[config.mk]
export PLATFORM = sky130hd
export DESIGN_NAME = cop0_exc_seq
export DESIGN_NICKNAME = d
export VERILOG_FILES = /design/src/rtl/cop0_pkg.sv /design/src/rtl/cop0_prio_enc8.sv /design/src/rtl/cop0_exc_seq.sv
export SDC_FILE = /design/constraint.sdc
export NUM_CORES = 1
export LEC_CHECK = 0
export ABC_AREA = 1
export ABC_CLOCK_PERIOD_IN_PS = 1400
export BUFFER_PORTS_ARGS = -buffer_cell sky130_fd_sc_hd__buf_2
export CORE_ASPECT_RATIO = 1.75
export CORE_MARGIN = 2
export CORE_UTILIZATION = 40
export CTS_CLUSTER_SIZE = 25
export DETAILED_ROUTE_END_ITERATION = 10
export HOLD_SLACK_MARGIN = 0.02
export PLACE_DENSITY = 0.79
export SYNTH_ARGS = -nofsm -noshare
export SYNTH_HDL_FRONTEND = slang
export SYNTH_HIERARCHICAL = 1
export SYNTH_SLANG_ARGS = --single-unit
[constraint.sdc]
create_clock -name clk -period 1.4 [get_ports clk]
set_clock_uncertainty 0.1 [all_clocks]
set_input_delay 0.28 -clock clk [delete_from_list [all_inputs] [get_ports clk]]
set_output_delay 0.28 -clock clk [all_outputs]
set_load 0.1 [all_outputs]
[src/rtl/cop0_pkg.sv]
// Shared definitions for the cop0 exception/ERET sequencer slice.
package cop0_pkg;

  typedef enum logic [2:0] {
    ST_IDLE,
    ST_DRAIN,
    ST_FLUSH,
    ST_VECTOR,
    ST_ERET
  } cop0_seq_state_t;

  localparam logic [31:0] VECTOR_ADDR_DEF = 32'h80000180;
  localparam int unsigned CAUSE_IRQ_LO    = 8;
  localparam int unsigned CAUSE_IRQ_HI    = 15;

endpackage

[src/rtl/cop0_prio_enc8.sv]
// 8-bit lowest-set-bit priority encoder; o_idx is 0 when no bit is set.
module cop0_prio_enc8 (
  input  logic [7:0] i_req,
  output logic [2:0] o_idx,
  output logic       o_valid
);

  always_comb begin
    o_idx   = '0;
    o_valid = |i_req;
    // Scan from the top so the last hit written is the lowest set bit.
    for (int unsigned i = 0; i < 8; i++) begin
      if (i_req[7 - i]) o_idx = 3'(7 - i);
    end
  end

endmodule

[src/rtl/cop0_exc_seq.sv]
// Exception entry / ERET sequencer: stalls, drains, captures EPC,
// pushes/pops the status IE stack and redirects fetch.
module cop0_exc_seq
  import cop0_pkg::*;
#(
  parameter logic [31:0] VECTOR_ADDR = VECTOR_ADDR_DEF,
  parameter int unsigned DRAIN_MAX   = 15,
  parameter int unsigned DRAIN_W     = 4
) (
  input  logic        clk,
  input  logic        resetn,
  input  logic        exc_req,
  input  logic [31:0] cause,
  input  logic [31:0] status,
  input  logic [31:0] pc_in,
  input  logic [31:0] epc_in,
  input  logic        eret_req,
  input  logic        pipe_empty,
  output logic        stall_out,
  output logic        flush,
  output logic        pc_load,
  output logic [31:0] pc_target,
  output logic        epc_we,
  output logic [31:0] epc_val,
  output logic        status_push,
  output logic        status_pop,
  output logic [2:0]  exc_code,
  output logic        drain_timeout,
  output logic        busy
);

  cop0_seq_state_t    r_state, w_next;
  logic [DRAIN_W-1:0] r_cnt;
  logic [31:0]        r_epc_val;
  logic [31:0]        r_pc_target;
  logic [2:0]         r_exc_code;
  logic               r_timeout;

  logic [7:0]         w_irq_mask;
  logic [2:0]         w_enc_idx;
  logic               w_enc_valid;
  logic               w_drain_done;
  logic               w_idle;
  logic               w_unused_bits;

  assign w_irq_mask = cause[CAUSE_IRQ_HI:CAUSE_IRQ_LO] & status[CAUSE_IRQ_HI:CAUSE_IRQ_LO];

  cop0_prio_enc8 u_prio (
    .i_req   (w_irq_mask),
    .o_idx   (w_enc_idx),
    .o_valid (w_enc_valid)
  );

  assign w_unused_bits = ^{cause[31:16], cause[7:0], status[31:16], status[7:0], w_enc_valid};

  assign w_drain_done = (r_cnt == DRAIN_W'(DRAIN_MAX));
  assign w_idle       = (r_state == ST_IDLE);

  always_comb begin
    w_next = r_state;
    unique case (r_state)
      ST_IDLE: begin
        if (exc_req)       w_next = ST_DRAIN;
        else if (eret_req) w_next = ST_ERET;
      end
      ST_DRAIN:  if (pipe_empty || w_drain_done) w_next = ST_FLUSH;
      ST_FLUSH:  w_next = ST_VECTOR;
      ST_VECTOR: w_next = ST_IDLE;
      ST_ERET:   w_next = ST_IDLE;
      default:   w_next = ST_IDLE;
    endcase
  end

  always_ff @(posedge clk) begin
    if (!resetn) begin
      r_state     <= ST_IDLE;
      r_cnt       <= '0;
      r_epc_val   <= '0;
      r_pc_target <= '0;
      r_exc_code  <= '0;
      r_timeout   <= 1'b0;
    end else begin
      r_state <= w_next;
      if (r_state == ST_DRAIN) r_cnt <= r_cnt + 1'b1;
      else                     r_cnt <= '0;
      if (w_idle && exc_req) begin
        r_epc_val  <= pc_in;
        r_exc_code <= w_enc_idx;
      end
      if (r_state == ST_DRAIN && w_drain_done) r_timeout <= 1'b1;
      // Redirect target is registered one cycle ahead so it is stable while pc_load is high.
      if (w_next == ST_VECTOR)    r_pc_target <= VECTOR_ADDR;
      else if (w_next == ST_ERET) r_pc_target <= epc_in;
      else                        r_pc_target <= '0;
    end
  end

  assign busy          = !w_idle;
  assign stall_out     = busy | (w_idle & (exc_req | eret_req));
  assign flush         = (r_state == ST_FLUSH) || (r_state == ST_ERET);
  assign pc_load       = (r_state == ST_VECTOR) || (r_state == ST_ERET);
  assign pc_target     = r_pc_target;
  assign epc_we        = (r_state == ST_DRAIN) && (r_cnt == '0);
  assign status_push   = epc_we;
  assign status_pop    = (r_state == ST_ERET);
  assign epc_val       = r_epc_val;
  assign exc_code      = r_exc_code;
  assign drain_timeout = r_timeout;

endmodule
# [After elaboration in Yosys (flattened, before gate mapping)]
# Cells that the tools add are included.
# Widths: inputs -> output; s select.
[op_classes] magnitude_cmp=0 add_sub_neg=1 mul=0 bitwise=6 n_eq_ne=7 reduce_logical=11 shift=0 muxes=14 div=0
[ops] operator="$mux 32" count=2
[ops] operator="$mux 3" count=11
[ops] operator="$eq 3x2->1 const B" count=3
[ops] operator="$pmux 3 s3" count=1
[ops] operator="$and 8x8->8" count=1
[ops] operator="$eq 3x3->1 const B" count=2
[ops] operator="$add 4x1->4 const B" count=1
[ops] operator="$eq 4x4->1 const B" count=1
[ops] operator="$logic_not 4->1" count=1
[ops] operator="$eq 3x1->1 const B" count=1
[ops] operator="$logic_and 1x1->1" count=3
[ops] operator="$logic_not 3->1" count=1
[ops] operator="$logic_or 1x1->1" count=3
[ops] operator="$reduce_or 3->1" count=1
[ops] operator="$not 1->1" count=2
[ops] operator="$or 1x1->1" count=2
[ops] operator="$reduce_and 2->1" count=1
[ops] operator="$and 1x1->1" count=1
[ops] operator="$logic_not 1->1" count=1
[totals] latchBits=0 regBits=75 rom_bits=0 n_memories=0 wordCells=46 ram_bits=0 input_bits=133 out_inout_bits=75

# [Depth between registers and ports, before layout]
[depth] word_depth=9 ltp_mapped=11 ltp_nobuf=11

# [Hierarchy]
# The synthesis kept the hierarchy.
[modules_own_cells] module="cop0_exc_seq" seq_area_each_um2=1501.4 n_inst=1 area_per_inst_um2=2727.6 cells_per_inst=336
[modules_own_cells] module="cop0_prio_enc8" seq_area_each_um2=0.0 n_inst=1 area_per_inst_um2=98.8 cells_per_inst=22

# [Worst setup path after synthesis]
# No wires, ideal clock.
[synth_path] path_kind="reg2out" from="register r_state[1]" to="output status_push" path_buffers=1 slack_ns=-2.205 required_ns=1.020 t_arrival_ns=3.225 path_stages_with_launch=5 cell_sequence="dfxtp_1 > inv_1 > nand3_1 > nor3_1 > buf_4"
[synth_between] elab_chain_cells=2
[synth_lines] item="start, declared" line_no="cop0_exc_seq.sv:32" source="cop0_seq_state_t r_state, w_next;"
[synth_lines] item="start signal, assigned" line_no="cop0_exc_seq.sv:83" source="r_state <= w_next;"
[synth_lines] item="$eq 3x1->1" line_no="cop0_exc_seq.sv:103" source="assign epc_we = (r_state == ST_DRAIN) && (r_cnt == '0);"
[synth_lines] item="$logic_and 1x1->1" line_no="cop0_exc_seq.sv:103"
[synth_lines] item="end, declared" line_no="cop0_exc_seq.sv:25" source="output logic status_push,"
# No other way between the ends.

# [Worst setup path in the final report]
[layout_path] from="register r_state[1]" to="output epc_we"
[layout_between] elab_chain_cells=2
[layout_lines] item="$eq 3x1->1" line_no="cop0_exc_seq.sv:103"
[layout_lines] item="$logic_and 1x1->1" line_no="cop0_exc_seq.sv:103"
[layout_lines] item="end, declared" line_no="cop0_exc_seq.sv:23" source="output logic epc_we,"
# No other way between the ends.

==> flow_metrics.env <==
export IMPL_final_setup_viol_count=76
export IMPL_final_nets=673
export IMPL_timing_final_max_slew_violations=0
export IMPL_critPathKind="flop to output pin"
export IMPL_grt_pass1_vias=3235
export IMPL_route_detailed_drc=0
export IMPL_die_x_um=67.46
export IMPL_post_place_ws_ns=-0.02877
export IMPL_syn_area_um2=2819
export IMPL_cp_max_fo=4
export IMPL_clockBufferDepth=2
export IMPL_hold_path_class="input port to flop"
export IMPL_antenna_cells=0
export IMPL_violations="setup timing"
export IMPL_fmax_mhz=562.1
export IMPL_grt_total_usage=0.2799
export IMPL_cts_num_sinks=75
export IMPL_start_util=0.4111
export IMPL_ys_warn_count=6
export IMPL_hpwlAfterDp_um=6654
export IMPL_cp_start_kind="flop"
export IMPL_finalCritPeriodShare=1.271
export IMPL_ir_drop_mv=0.9548
export IMPL_core_area_um2=6857
export IMPL_dieArea_um2=7762
export IMPL_netlist_instances=356
export IMPL_cts_tree="yes"
export IMPL_p_leak_uw=0.002795
export IMPL_hold_viol_final=0
export IMPL_drt_initial_drc_count=269
export IMPL_relSlewSlack=0.7486
export IMPL_routed_via_density=5.402
export IMPL_first_pass_iters=6
export IMPL_postPlaceCellArea_um2=4938
export IMPL_fp_dieH_um=115.1
export IMPL_powerDensity_nw_per_um2=1143
export IMPL_synthesis_nets=491
export IMPL_cp_data_required_time_ns=1.02
export IMPL_timing_final_ws_setup_ns=-0.3791
export IMPL_cts_htree_levels=3
export IMPL_tightest_slew_ns=0.3732
export IMPL_root_buffer="clkbuf_16"
export IMPL_num_fill_cells=251
export IMPL_setup_tns_ns=-13.87
export IMPL_ant_nets=0
export IMPL_clk_pin_slew_ns=0.07
export IMPL_wl_per_cell_um=21.84
export IMPL_numPortBuffers=159
export IMPL_critPathArrivalTime_ns=1.40
export IMPL_routed_wl_um=13700
export IMPL_grt_max_degree=38
export IMPL_grt_pass1_wl_um=15810
export IMPL_clk_latency_ns=0.32
export IMPL_status="finished, violations left"
export IMPL_grt_overflow_total=0
export IMPL_io_pins=208
export IMPL_cap_viol_max_count=0
export IMPL_postLayoutCellArea_um2=6207
export IMPL_layout_drive_gt1_share=0.6206
export IMPL_numCtsBuffers=9
export IMPL_antenna_found_initial=0
export IMPL_rsz0062_at_grt="yes"
export IMPL_vias=3387
export IMPL_layout_min_cycle_time_ns=1.779
export IMPL_rows=40
export IMPL_syn_to_final_growth_pct=120.2
export IMPL_hold_ws_ns=0.09787
export IMPL_end_kind="output pin"
export IMPL_avgSynthCellArea_um2=7.918
export IMPL_place_congestion=0.7951
where the power goes:
group | total [µW] | internal, µW | switching [µW]
Sequential | 2410 | 2250 | 161
Combinational | 2600 | 985 | 1610
Clock | 2090 | 1190 | 899
Total | 7100 | 4420 | 2670
repair_timing:
action / 4_1_cts / 5_1_grt
endpoints found under the setup margin: 19 / 76
pin swaps: 2 / 10
setup buffers: 8 / 4
cloned: 2 / 8
hold buffers: 0 / 0
resized for setup: 37 / 145
stage by stage:
stage / power, µW / std cells / util
6_report: 7096 / 627 / 0.9053
5_1_grt: 7284 / 627 / 0.9053
4_1_cts: 6599 / 616 / 0.7942
3_5_place_dp: 4438 / 590 / 0.7203
3_3_place_gp: 4392 / 590 / 0.7203
2_1_floorplan: 3665 / 356 / -
worst paths after layout:
path,depth (start not counted),to,slack (ns),startpoint
setup / recovery,4,epc_we,-0.38,r_state[1]
hold / removal,3,pc_target[6],0.1,epc_in[6]
setup reg to reg,8,pc_target[24],-0.25,r_state[2]
hold reg to reg,2,epc_val[16],0.40,epc_val[16]
placed cells by master (no fill, tap or decap), types with 4 or more instances in the layout:
master,count
a21oi_1,6
a21oi_2,32
buf_12,82
buf_2,84
buf_4,12
buf_6,8
clkbuf_16,14
clkinvlp_4,5
dfxtp_1,70
inv_1,51
inv_2,4
nand2_1,23
nand2_2,10
nand2_4,30
nand3_1,4
nand3_4,5
nand4_1,37
nor2_1,8
nor2_4,28
flip-flops by register name (all words and copies together), names as in the netlist:
| register | count |
|---|---|
| drain_timeout | 1 |
| epc_val | 32 |
| exc_code | 3 |
| pc_target | 32 |
| r_cnt | 4 |
| r_state | 3 |
cell type report:
cell class	count	area (µm²)	area share
Timing Repair Buffer	194	2437	0.3927
Multi-Input combinational cell	200	1655	0.2667
Sequential cell	75	1513	0.2437
Inverter	58	226.5	0.03648
Clock buffer	9	225.2	0.03628
Tap cell	84	105.1	0.01693
Clock inverter	7	45.04	0.007257
routing by layer:
layer | GRT usage | part of all wire | vias to the layer above
li1 | - | - | 1511
met1 | 0.2677 | 0.32 | 1643
met2 | 0.5275 | 0.57 | 181
met3 | 0.07632 | 0.060 | 52
met4 | 0.1293 | 0.050 | 0
met5 | 0 | 0 | -
critical path: stages, from the launching register on:
cell and delay (ns):
dfxtp_2 0.34, inv_4 0.09, nand3_4 0.11, nor3_4 0.31, buf_12 0.22
(Power assumes the default switching activity.)
